--- src/rtl/tipi_rpi_master.sv ---
// tipi_rpi_master: Pi-side initiator of the TIPI serial latch link.
// Optional feature macro: TIPI_RPI_PARITY_EN (write/read parity checks).

module tipi_rpi_master #(
  parameter int HALF_PERIOD = 16
) (
  input  logic       clk,
  input  logic       reset,
  input  logic       cmd_valid,
  output logic       cmd_ready,
  input  logic       cmd_write,
  input  logic       cmd_dc,
  input  logic [0:7] cmd_data,
  output logic       rsp_valid,
  output logic [0:7] rsp_data,
  output logic       rsp_perr,
  output logic       rsp_abort,
  output logic       r_clk,
  output logic       r_le,
  output logic       r_rt,
  output logic       r_dc,
  output logic       r_dout,
  input  logic       r_din,
  input  logic       r_reset
);

  localparam int CW = $clog2(HALF_PERIOD);
  localparam logic [CW-1:0] PH_LAST = CW'(HALF_PERIOD - 1);
  localparam logic [3:0] WR_LAST = 4'd8;
`ifdef TIPI_RPI_PARITY_EN
  localparam logic [3:0] RD_LAST = 4'd9;
`else
  localparam logic [3:0] RD_LAST = 4'd8;
`endif

  typedef enum logic [1:0] {
    IDLE,
    LOW,
    HIGH
  } state_t;

  state_t        state_q, state_d;
  logic [CW-1:0] cnt_q, cnt_d;
  logic [3:0]    bit_q, bit_d;
  logic [3:0]    nbit;
  logic [3:0]    last_bit;
  logic          wr_q, wr_d;
  logic [0:7]    data_q, data_d;
  logic [0:7]    rx_q, rx_d;
  logic          phase_end;
  logic          rs1_q, rst_s;

  logic          clk_d, le_d, rt_d, dc_d, dout_d;
  logic          vld_d, abort_d;
  logic [0:7]    rdat_d;

`ifdef TIPI_RPI_PARITY_EN
  logic perr_q, perr_d;
  logic rperr_q, rperr_d;
  assign rsp_perr = rperr_q;
`else
  assign rsp_perr = 1'b0;
`endif

  assign phase_end = (cnt_q == PH_LAST);
  assign nbit      = bit_q + 4'd1;
  assign last_bit  = wr_q ? WR_LAST : RD_LAST;
  assign cmd_ready = (state_q == IDLE) && !rst_s && !reset;

  // r_reset comes from the TI clock domain
  always_ff @(posedge clk or posedge reset) begin
    if (reset) begin
      rs1_q <= 1'b0;
      rst_s <= 1'b0;
    end else begin
      rs1_q <= r_reset;
      rst_s <= rs1_q;
    end
  end

  always_comb begin
    state_d = state_q;
    cnt_d   = cnt_q;
    bit_d   = bit_q;
    wr_d    = wr_q;
    data_d  = data_q;
    rx_d    = rx_q;
    clk_d   = r_clk;
    le_d    = r_le;
    rt_d    = r_rt;
    dc_d    = r_dc;
    dout_d  = r_dout;
    vld_d   = 1'b0;
    rdat_d  = rsp_data;
    abort_d = rsp_abort;
`ifdef TIPI_RPI_PARITY_EN
    perr_d  = perr_q;
    rperr_d = rperr_q;
`endif
    unique case (state_q)
      IDLE: begin
        if (cmd_valid && cmd_ready) begin
          state_d = LOW;
          cnt_d   = '0;
          bit_d   = 4'd0;
          wr_d    = cmd_write;
          data_d  = cmd_data;
          rx_d    = '0;
          clk_d   = 1'b0;
          le_d    = !cmd_write;
          rt_d    = !cmd_write;
          dc_d    = cmd_dc;
          dout_d  = cmd_write && cmd_data[0];
`ifdef TIPI_RPI_PARITY_EN
          perr_d  = 1'b0;
`endif
        end
      end
      LOW: begin
        cnt_d = cnt_q + CW'(1);
        if (phase_end) begin
          state_d = HIGH;
          cnt_d   = '0;
          clk_d   = 1'b1;
        end
      end
      HIGH: begin
        cnt_d = cnt_q + CW'(1);
        if (phase_end) begin
          if (!wr_q && bit_q != 4'd0 && bit_q <= 4'd8)
            rx_d = {rx_q[1:7], r_din};
`ifdef TIPI_RPI_PARITY_EN
          if (wr_q && bit_q == 4'd7)
            perr_d = r_din ^ (^data_q);
          if (!wr_q && bit_q == 4'd9)
            perr_d = r_din ^ (^rx_q);
`endif
          cnt_d = '0;
          clk_d = 1'b0;
          if (bit_q == last_bit) begin
            state_d = IDLE;
            le_d    = 1'b0;
            vld_d   = 1'b1;
            abort_d = 1'b0;
            rdat_d  = wr_q ? 8'h00 : rx_d;
`ifdef TIPI_RPI_PARITY_EN
            rperr_d = perr_d;
`endif
          end else begin
            state_d = LOW;
            bit_d   = nbit;
            le_d    = wr_q && (nbit == 4'd8);
            dout_d  = wr_q && (nbit < 4'd8)
                      && data_q[nbit[2:0]];
          end
        end
      end
      default: state_d = IDLE;
    endcase
    // link reset from the TI side wins over everything
    if (rst_s && state_q != IDLE) begin
      state_d = IDLE;
      cnt_d   = '0;
      clk_d   = 1'b0;
      le_d    = 1'b0;
      vld_d   = 1'b1;
      abort_d = 1'b1;
      rdat_d  = 8'h00;
`ifdef TIPI_RPI_PARITY_EN
      rperr_d = 1'b0;
`endif
    end
  end

  always_ff @(posedge clk or posedge reset) begin
    if (reset) begin
      state_q   <= IDLE;
      cnt_q     <= '0;
      bit_q     <= 4'd0;
      wr_q      <= 1'b0;
      data_q    <= '0;
      rx_q      <= '0;
      r_clk     <= 1'b0;
      r_le      <= 1'b0;
      r_rt      <= 1'b0;
      r_dc      <= 1'b0;
      r_dout    <= 1'b0;
      rsp_valid <= 1'b0;
      rsp_data  <= '0;
      rsp_abort <= 1'b0;
`ifdef TIPI_RPI_PARITY_EN
      perr_q    <= 1'b0;
      rperr_q   <= 1'b0;
`endif
    end else begin
      state_q   <= state_d;
      cnt_q     <= cnt_d;
      bit_q     <= bit_d;
      wr_q      <= wr_d;
      data_q    <= data_d;
      rx_q      <= rx_d;
      r_clk     <= clk_d;
      r_le      <= le_d;
      r_rt      <= rt_d;
      r_dc      <= dc_d;
      r_dout    <= dout_d;
      rsp_valid <= vld_d;
      rsp_data  <= rdat_d;
      rsp_abort <= abort_d;
`ifdef TIPI_RPI_PARITY_EN
      perr_q    <= perr_d;
      rperr_q   <= rperr_d;
`endif
    end
  end

endmodule

--- config.mk ---
export PLATFORM = sky130hd
export DESIGN_NAME = tipi_rpi_master
export DESIGN_NICKNAME = d
export VERILOG_FILES = /design/src/rtl/tipi_rpi_master.sv
export SDC_FILE = /design/constraint.sdc
export NUM_CORES = 1
export LEC_CHECK = 0
export ABC_AREA = 0
export ABC_CLOCK_PERIOD_IN_PS = 2050
export CELL_PAD_IN_SITES_DETAIL_PLACEMENT = 0
export CELL_PAD_IN_SITES_GLOBAL_PLACEMENT = 1
export CORE_MARGIN = 4
export CORE_UTILIZATION = 39
export CTS_CLUSTER_SIZE = 28
export DETAILED_ROUTE_END_ITERATION = 7
export PLACE_DENSITY = 0.76
export SLEW_MARGIN = 20
export SYNTH_ARGS = -nofsm -noshare
export SYNTH_HDL_FRONTEND = slang
export SYNTH_SLANG_ARGS = --single-unit
export TNS_END_PERCENT = 20
--- constraint.sdc ---
create_clock -name clk -period 2.05 [get_ports clk]
set_clock_uncertainty 0.15 [all_clocks]
set_input_delay 0.205 -clock clk [delete_from_list [all_inputs] [get_ports clk]]
set_output_delay 0.205 -clock clk [all_outputs]
set_load 0.1 [all_outputs]
==> flow_summary.ini <==
[status]
outcome = complete, no violations

[timing]
finalSetupViolCount = 0
fmax_mhz = 512
drv_slew = 0
worst_slack_ns = 0.0985
hold_ws_ns = 0.203
worst_pin_slew_ns = 0.561
min_period_ns = 1.95
rsz0062_at_grt = false
slew_headroom = 0.626
post-route-period-util = 0.952
hold_violations = 0

[power]
intPower_w = 0.00196
p_sw_frac = 0.420
cellPowerDensity_nw_per_um2 = 1150
p_sw_w = 0.00142
peakVddDrop_mv = 0.791
finalPower_w = 0.00338
p_comb_frac = 0.480
p_leak_nw = 1.33
p_seq_frac = 0.354
clkPwrFrac = 0.166

[clock_network]
cts_root_buf = clkbuf_8
clock_latency_ns = 0.30
numCtsBuffers = 5
clk_path_buf_depth = 2
clk_pin_slew_worst_paths_ns = 0.08
cts_setup_buffers = 0
cts_sinks = 44
cts_htree_levels = 2
cts_tree = done
cts-hold-fix-buffers = 0

[critical_path]
path_buf_inv = 3
worstPathMaxFanout = 13
crit_path_top_delay_cell = dfrtp_2
r2r_setup_slack_ns = 0.12
crit_family = flip-flops
path_cells = inv_1, ha_2, buf_6, and3_2, buf_12
cp-start-kind = flop
cp_data_arrival_time_ns = 1.60
crit_type = reg2out
end_kind = output pin
critPathMaxStageDelay_ns = 0.45
cp.required_ns = 1.69

[global_routing]
use_met1 = 0.181
grt_pass1_vias = 1657
met2_usage = 0.223
grt_util_all_layers = 0.137
met3_usage = 0.0481
grt-busiest-layer = met2
grt-ovfl-total = 0
grt_pass1_wl_um = 7900
grt_max_degree = 45
antenna_found_initial = 0

[placed_design]
place_ws_ns = -0.0384
portBuffers = 30
gp_congestion = 0.774
dp_hpwl_um = 3530

[route]
wire_per_inst_um = 14.5
route.detailed.drc = 0
vias = 1703
ant_nets = 0
dr.pass1.iters = 4
initialDrtViolationCount = 85
drt-total-wl_um = 4770
routed_via_density = 5.19

[synthesis]
ys_top_cells_by_count = 44 x dfrtp_1, 17 x nand2_1, 12 x mux2_2, 11 x mux2i_1
synth.avg_cell_area_um2 = 11.1
ys_seq_area_frac = 0.482
synth_cells = 206
synth-seq-cells = 44
synth_top_flop_cell = dfrtp_1
synth_top_area_share = 0.482
yosysMostFrequentCell = dfrtp_1
synth_edf_count = 0
syn_nets = 229
yosysUniqueCellTypes = 48
yosys-top-cells-area = dfrtp_1 48%, mux2_2 5.9%, mux2i_1 4.8%, ha_1 4.4%, a22o_1 3.4%
synth.largest_area_cell = dfrtp_1
yosysWarningCount = 0
synth_area_um2 = 2290
synthArstFlopShare = 1.00

[die]
die_area_um2 = 7150
num_rows = 27
initial_utilization = 0.408
io_pins = 32
die_y_um = 84.6
fp.dieW_um = 84.6
core_region_area_um2 = 5610

[final_layout]
drive_above_1_share = 0.320
nets = 278
postLayoutCoreUtil = 0.526
area_growth_pct = 29.0
n_antenna_cell = 0

[worst_hold_path]
hp-class = in2reg

[run]
cap_violations = 0
-- power by group through the flow --
| stage | Combinational, W | Sequential, W | Clock [W] |
|---|---|---|---|
| after floorplan | 0.000852 | 0.00154 | 0 |
| after global placement | 0.00157 | 0.00121 | 0 |
| after detailed placement | 0.00157 | 0.00121 | 0 |
| after CTS | 0.00158 | 0.00120 | 0.000579 |
| after global routing | 0.00175 | 0.00123 | 0.000633 |
| final | 0.00162 | 0.00120 | 0.000562 |
-- path summary, 6_finish.rpt --
| path | start | endpoint | cells after the start |
|---|---|---|---|
| setup / recovery | state_q[1] | cmd_ready | 5 |
| hold / removal | r_reset | rs1_q | 1 |
| setup reg to reg | bit_q[0] | state_q[0] | 9 |
| hold reg to reg | rs1_q | rst_s | 0 |
| max in group asynchronous | reset | cnt_q[2] | 4 |
| min in group asynchronous | reset | state_q[1] | 4 |
-- kinds of logic (layout without fill, tap and decap cells) --
logic type,Yosys count,after routing,share of synthesized area
AND/OR/NAND/NOR,53,53,0.130
AO/OA/AOI/OAI,55,55,0.171
adder cells (fa/ha/maj),8,8,0.0438
multiplexers,25,25,0.127
XOR/XNOR,3,3,0.0115
buffers and inverters,17,67,0.0328
other,1,1,0.00164
flip-flops,44,44,0.482
-- routing by layer --
layer | up-vias | wire [um] | share of wire
li1 | 847 | - | -
met2 | 31 | 2230 | 0.47
met3 | 3 | 231 | 0.048
met4 | 0 | 21 | 0.0044
met1 | 822 | 2280 | 0.48
met5 | - | 0 | 0
-- cell type report --
cell class	count	area (um^2)
clock buffer	6	82.6
clock inverter	2	10.0
fill	530	2660
inverter	7	30.0
multi-input combinational	145	1190
sequential	44	1100
tap	72	90.1
timing repair buffer	52	442
-- flip-flops by register name (all words and copies together) (netlist names) --
name and count:
rx_q 8, data_q 8, r_le 1, wr_q 1
cnt_q 4, rsp_abort 1, r_clk 1, r_dc 1
r_dout 1, r_rt 1, rst_s 1, rs1_q 1
rsp_valid 1, state_q 2, rsp_data 8, bit_q 4
-- metrics by stage --
step                instances  area (um^2)  TNS (ns)
floorplan                 206         2330     -1.84
CTS                       328         2900    -0.140
detailed placement        320         2800    -0.148
finish                    328         2950         0
global placement          320         2800   -0.0291
global route              328         2950         0
-- placed cells by master, fill, tap and decap left out, types with 3 or more instances in the layout --
master,n
nand2_2,3
mux2_4,7
ha_1,7
clkbuf_8,6
a31oi_1,3
mux2_2,5
a22o_1,9
nor2_1,7
o2bb2ai_1,8
dfrtp_1,43
nand2_1,15
clkdlybuf4s50_1,14
o21ai_0,8
mux2i_1,11
nand2b_1,4
nand3_1,6
inv_1,6
buf_4,36
a21oi_1,9
-- worst reg2reg max path: cells and delay by family, from the launching register on --
kind / cells / cell delay, ns
AO/OA/AOI/OAI: 1 / 0.15
adder cells (fa/ha/maj): 1 / 0.17
buffers and inverters: 3 / 0.38
flip-flops: 1 / 0.38
multiplexers: 1 / 0.26
AND/OR/NAND/NOR: 3 / 0.35
-- repair_timing --
| action | CTS | global route |
|---|---|---|
| endpoints found under the setup margin | 8 | 18 |
| resized for setup | 2 | 12 |
| pin swaps | 0 | 1 |
(Power assumes the default switching activity.)
==> RTL edit 1 (same flow settings) <==
Change the parameter `HALF_PERIOD` from 16 to 32.
--- a/src/rtl/tipi_rpi_master.sv
+++ b/src/rtl/tipi_rpi_master.sv
@@ -3,5 +3,5 @@
 
 module tipi_rpi_master #(
-  parameter int HALF_PERIOD = 16
+  parameter int HALF_PERIOD = 32
 ) (
   input  logic       clk,
Function: same outputs for any inputs over 10 cycles, from zero or initial values and one cycle with reset high; that may be too few to reach the edited logic, so the function may still have changed.
==> RTL edit 1 against the unedited design <==
First-iteration DRC count fell by 7.1%; total power is 13% higher; setup slack got worse by 0.062 ns; wire length up 4.3%; highest routed layer unchanged; sequential cell count up 1; area after synthesis down 0.99%; design area is 0.21% lower; global-route usage up 1.1 points.
==> RTL edit 1: results (changes against the unedited design) <==
P_leak 0.00130 uW (-2.1%); dpl cells 333 (+4.1%); Clock buf/inv share 3.95% (+0.81 points); GPL Wtd Cong 0.841 (+8.7%); syn_area_per_cell 10.7 um^2 (-3.8%); crit-path max cell delay 0.35 ns (-0.10 ns); area of the multi-input gates 0.00110 mm^2 (-7.3%); count of cell types in the netlist 39 (-19%); Final Non-Filler Cells 341 (+4.0%); number of global-route vias before repair 1,758 (+6.1%); Synth top cells by count dfrtp_1, nand2_1, o21ai_0; worst vdd ir 1090 uV (+38%); critical-path maximum fanout 6 (-7); Slowest-stage cell, CP dfrtp_1; worst hold path type in -> reg; NetSw 1600 uW (+13%); Placement Cell Area 0.00279 mm^2 (-0.49%); dpl hpwl 3660 um (+3.9%); sequential share of cell area 38.3% (+0.89 points); met3 global-route usage 2.75% (-2.1 points); GRT Overall Usage 14.7% (+1.1 points); Seq/Total Area, Yosys 49.8% (+1.6 points); final slew viol count 0 (unchanged); status complete, no violations; Met2 Wirelength 2300 um (+2.8%); wire length on met3 217 um (-6.1%); Sw Share 42.2% (+0.23 points); Final period util 98.2% (+3.0 points); Final Core Density 52.8% (+0.21 points); Place WS -0.0922 ns (-0.0538 ns); Multi-In Gates 151 (+4.1%); Routed met1 length 2370 um (+3.9%); Min Hold Slack 0.188 ns (-0.0149 ns); Clk power 695 uW (+24%); M2 GR Usage 23.2% (+0.89 points); Clock Buffer Count 7 (+1); R2R depth 8 (-1); fillers 541 (+2.1%); met1 Use GR 19.9% (+1.8 points); clk sinks 45 (+2.3%); RR Startpoint cnt_q[0]; largest cells by area after synthesis dfrtp_1, ha_1, mux2i_1; Synthesized Nets 236 (+3.1%); flop2flop setup slack 0.04 ns (-0.08 ns); Final non-clock buffer share 16.0% (+1.1 points); CP arrival 2.10 ns (+0.50 ns); Buffers, non-clock 56 (+7.7%); invs w/o clock 9 (+2)
[RTL edit 1: changes by cell type in the layout (fill, tap and decap cells not counted), moves of 4 or more]
| cell | before | now |
|---|---|---|
| nand2_1 | 15 | 24 |
| mux2_4 | 7 | 0 |
| buf_4 | 36 | 40 |
| nor2_1 | 7 | 11 |
[RTL edit 1: what timing repair did]
item	CTS	global route
gates cloned	0	0
gates resized for setup	1	11
endpoints found under the setup margin	9	23
buffers inserted	0	1
[RTL edit 1: kinds of logic (layout without fill, tap and decap cells)]
| logic type | count (synthesis) | count (layout) | synth area share, % |
|---|---|---|---|
| simple gates | 65 | 65 | 14.6 |
| mux | 19 | 19 | 9.95 |
| compound gates | 54 | 54 | 16.3 |
| buf+inv | 16 | 73 | 3.15 |
| other cells | 1 | 1 | 0.166 |
| flops | 45 | 45 | 49.8 |
| fa+ha+maj | 9 | 9 | 4.98 |
| xor+xnor | 3 | 3 | 1.16 |
==> RTL edit 2 (config.mk and constraints unchanged) <==
Made on the original files. `data_q`, `rx_q` and `rsp_data` no longer have a reset.
--- a/src/rtl/tipi_rpi_master.sv
+++ b/src/rtl/tipi_rpi_master.sv
@@ -179,6 +179,4 @@
       bit_q     <= 4'd0;
       wr_q      <= 1'b0;
-      data_q    <= '0;
-      rx_q      <= '0;
       r_clk     <= 1'b0;
       r_le      <= 1'b0;
@@ -187,5 +185,4 @@
       r_dout    <= 1'b0;
       rsp_valid <= 1'b0;
-      rsp_data  <= '0;
       rsp_abort <= 1'b0;
 `ifdef TIPI_RPI_PARITY_EN
@@ -198,6 +195,4 @@
       bit_q     <= bit_d;
       wr_q      <= wr_d;
-      data_q    <= data_d;
-      rx_q      <= rx_d;
       r_clk     <= clk_d;
       r_le      <= le_d;
@@ -206,5 +201,4 @@
       r_dout    <= dout_d;
       rsp_valid <= vld_d;
-      rsp_data  <= rdat_d;
       rsp_abort <= abort_d;
 `ifdef TIPI_RPI_PARITY_EN
@@ -215,4 +209,10 @@
   end
 
+  always_ff @(posedge clk) begin
+    data_q   <= data_d;
+    rx_q     <= rx_d;
+    rsp_data <= rdat_d;
+  end
+
 endmodule
 
Check against the original RTL: no difference found for any inputs over 10 cycles, from zero or initial values and one cycle with reset high; that may be too few to reach the edited logic, so the function may still have changed.
==> RTL edit 2 against the unedited design <==
Sequential cell count unchanged; setup slack got worse by 0.0093 ns; non-clock buffer count decreased by 4; highest routed layer unchanged; sequential share of layout area increased by 3.6 points; design area decreased by 5.5%; wire length decreased by 10%; area after synthesis decreased by 6.4%; total power decreased by 12%.
==> RTL edit 2: results (changes against the unedited design) <==
number of global-route vias before repair 1,499 (-9.5%); P_leak 0.00113 uW (-15%); post-cts gate resize count 0 (-2); share of cells above drive strength 1 26.2% (-5.8 points); warnings from Yosys 0 (unchanged); DR iter-0 viols 44 (-48%); Async SR Flop Fraction 45.5% (-55 points); postcts setup bufs 0 (unchanged); worst vdd ir 698 uV (-12%); CP top delay family buffers and inverters; count of cell types in the netlist 49 (+2.1%); Min Hold Slack 0.194 ns (-0.00931 ns); global-route wire length before repair 7140 um (-9.6%); RR Startpoint bit_q[0]; Synthesized Nets 220 (-3.9%); Top Registers data_q: 8 flops, rsp_data: 8 flops, rx_q: 8 flops; n_diodes 0 (unchanged); Top FF cell, synth dfrtp_1; Nets 266 (-4.3%); status complete, no violations; crit-path max cell delay 0.43 ns (-0.02 ns); Placement Cell Area 0.00261 mm^2 (-6.8%); flop2flop setup slack 0.12 ns (about the same); routed vias 1,562 (-8.3%); H-tree depth 2 (unchanged); largest net degree at the start of global routing 15 (-67%); clock-pin slew of the registers on the worst-case setup and hold paths 0.08 ns (about the same); critical-path maximum fanout 5 (-8); initial antenna violation count 0 (unchanged); Synth top cells by count nand2_1, dfrtp_1, edfxtp_1, nor2_1, a21oi_1; Worst Hold Launch r_reset; GPL Wtd Cong 0.821 (+6.1%); fillers 488 (-7.9%); Seq/Total Area, Yosys 53.3% (+5.2 points); Critical Path Start state_q[1]; Clock Path Buffers 2 (unchanged); dpl hpwl 3250 um (-8.0%); number of synthesized flops with an enable pin 16 (+16); worst hold path type in -> reg; largest cells by area after synthesis dfrtp_1, edfxtp_1, dfxtp_1; clock buffer count from CTS 5 (unchanged); number of port buffers 30 (unchanged); Root Driver clkbuf_8; GRT Overall Usage 14.0% (+0.33 points); Slowest-stage cell, CP dfrtp_1; CP arrival between 1.5 and 2 ns; wire per inst 13.6 um (-6.4%); Skew-Pair Late Insertion Delay 0.30 ns (about the same); DRT Pass-1 Iters 4 (unchanged)
-- RTL edit 2: area by class of cell --
cell class | instances | share of cell area [%]
multi-input combinational | 133 | 34.2
inverter | 11 | 1.48
timing repair buffer | 48 | 15.5
tap | 70 | 3.14
clock inverter | 2 | 2.15
clock buffer | 6 | 2.60
sequential | 44 | 40.9
-- RTL edit 2: final timing paths --
check	endpoint	cells past startpoint
hold reg to reg	rst_s	0
setup / recovery	cmd_ready	5
min in group asynchronous	state_q[0]	4
max in group asynchronous	bit_q[0]	4
setup reg to reg	rx_q[6]	7
hold / removal	rs1_q	1
-- RTL edit 2: cell families (layout without fill, tap and decap cells) --
family                     Yosys count  count (layout)  synth area share [%]
other                                1               1                 0.175
and+or+nand+nor                     68              68                  17.1
AOI/OAI and AO/OA                   42              42                  11.9
xor gates and xnor gates             2               2                 0.819
adders and majority gates            8               8                  4.68
muxes                               12              12                  6.84
DFF                                 44              44                  53.3
buffers and inverters               20              67                  5.09
-- RTL edit 2: per-layer routing --
metal	GRT usage, %	up-vias	wire (um)
li1	-	791	-
met1	18.2	724	1970
met2	22.1	40	2010
met3	4.17	7	242
met4	4.98	0	59
met5	0	-	0
-- RTL edit 2: through the flow --
stage          cells  TNS [ns]  setup slack, ns  util [%]
5_1_grt          314   -0.0700          -0.0277      53.6
3_5_place_dp     306         0           0.0325      50.1
3_3_place_gp     306         0           0.0606      50.1
2_1_floorplan    197   -0.0849          -0.0849         -
4_1_cts          314         0          0.00949      52.6
6_report         314         0           0.0892      53.6
-- RTL edit 2: report_power, final --
part | total (uW) | internal [uW] | switching (uW)
sequential | 1150 | 1060 | 88.8
clock | 780 | 487 | 293
combinational | 1040 | 329 | 713
total | 2970 | 1880 | 1090
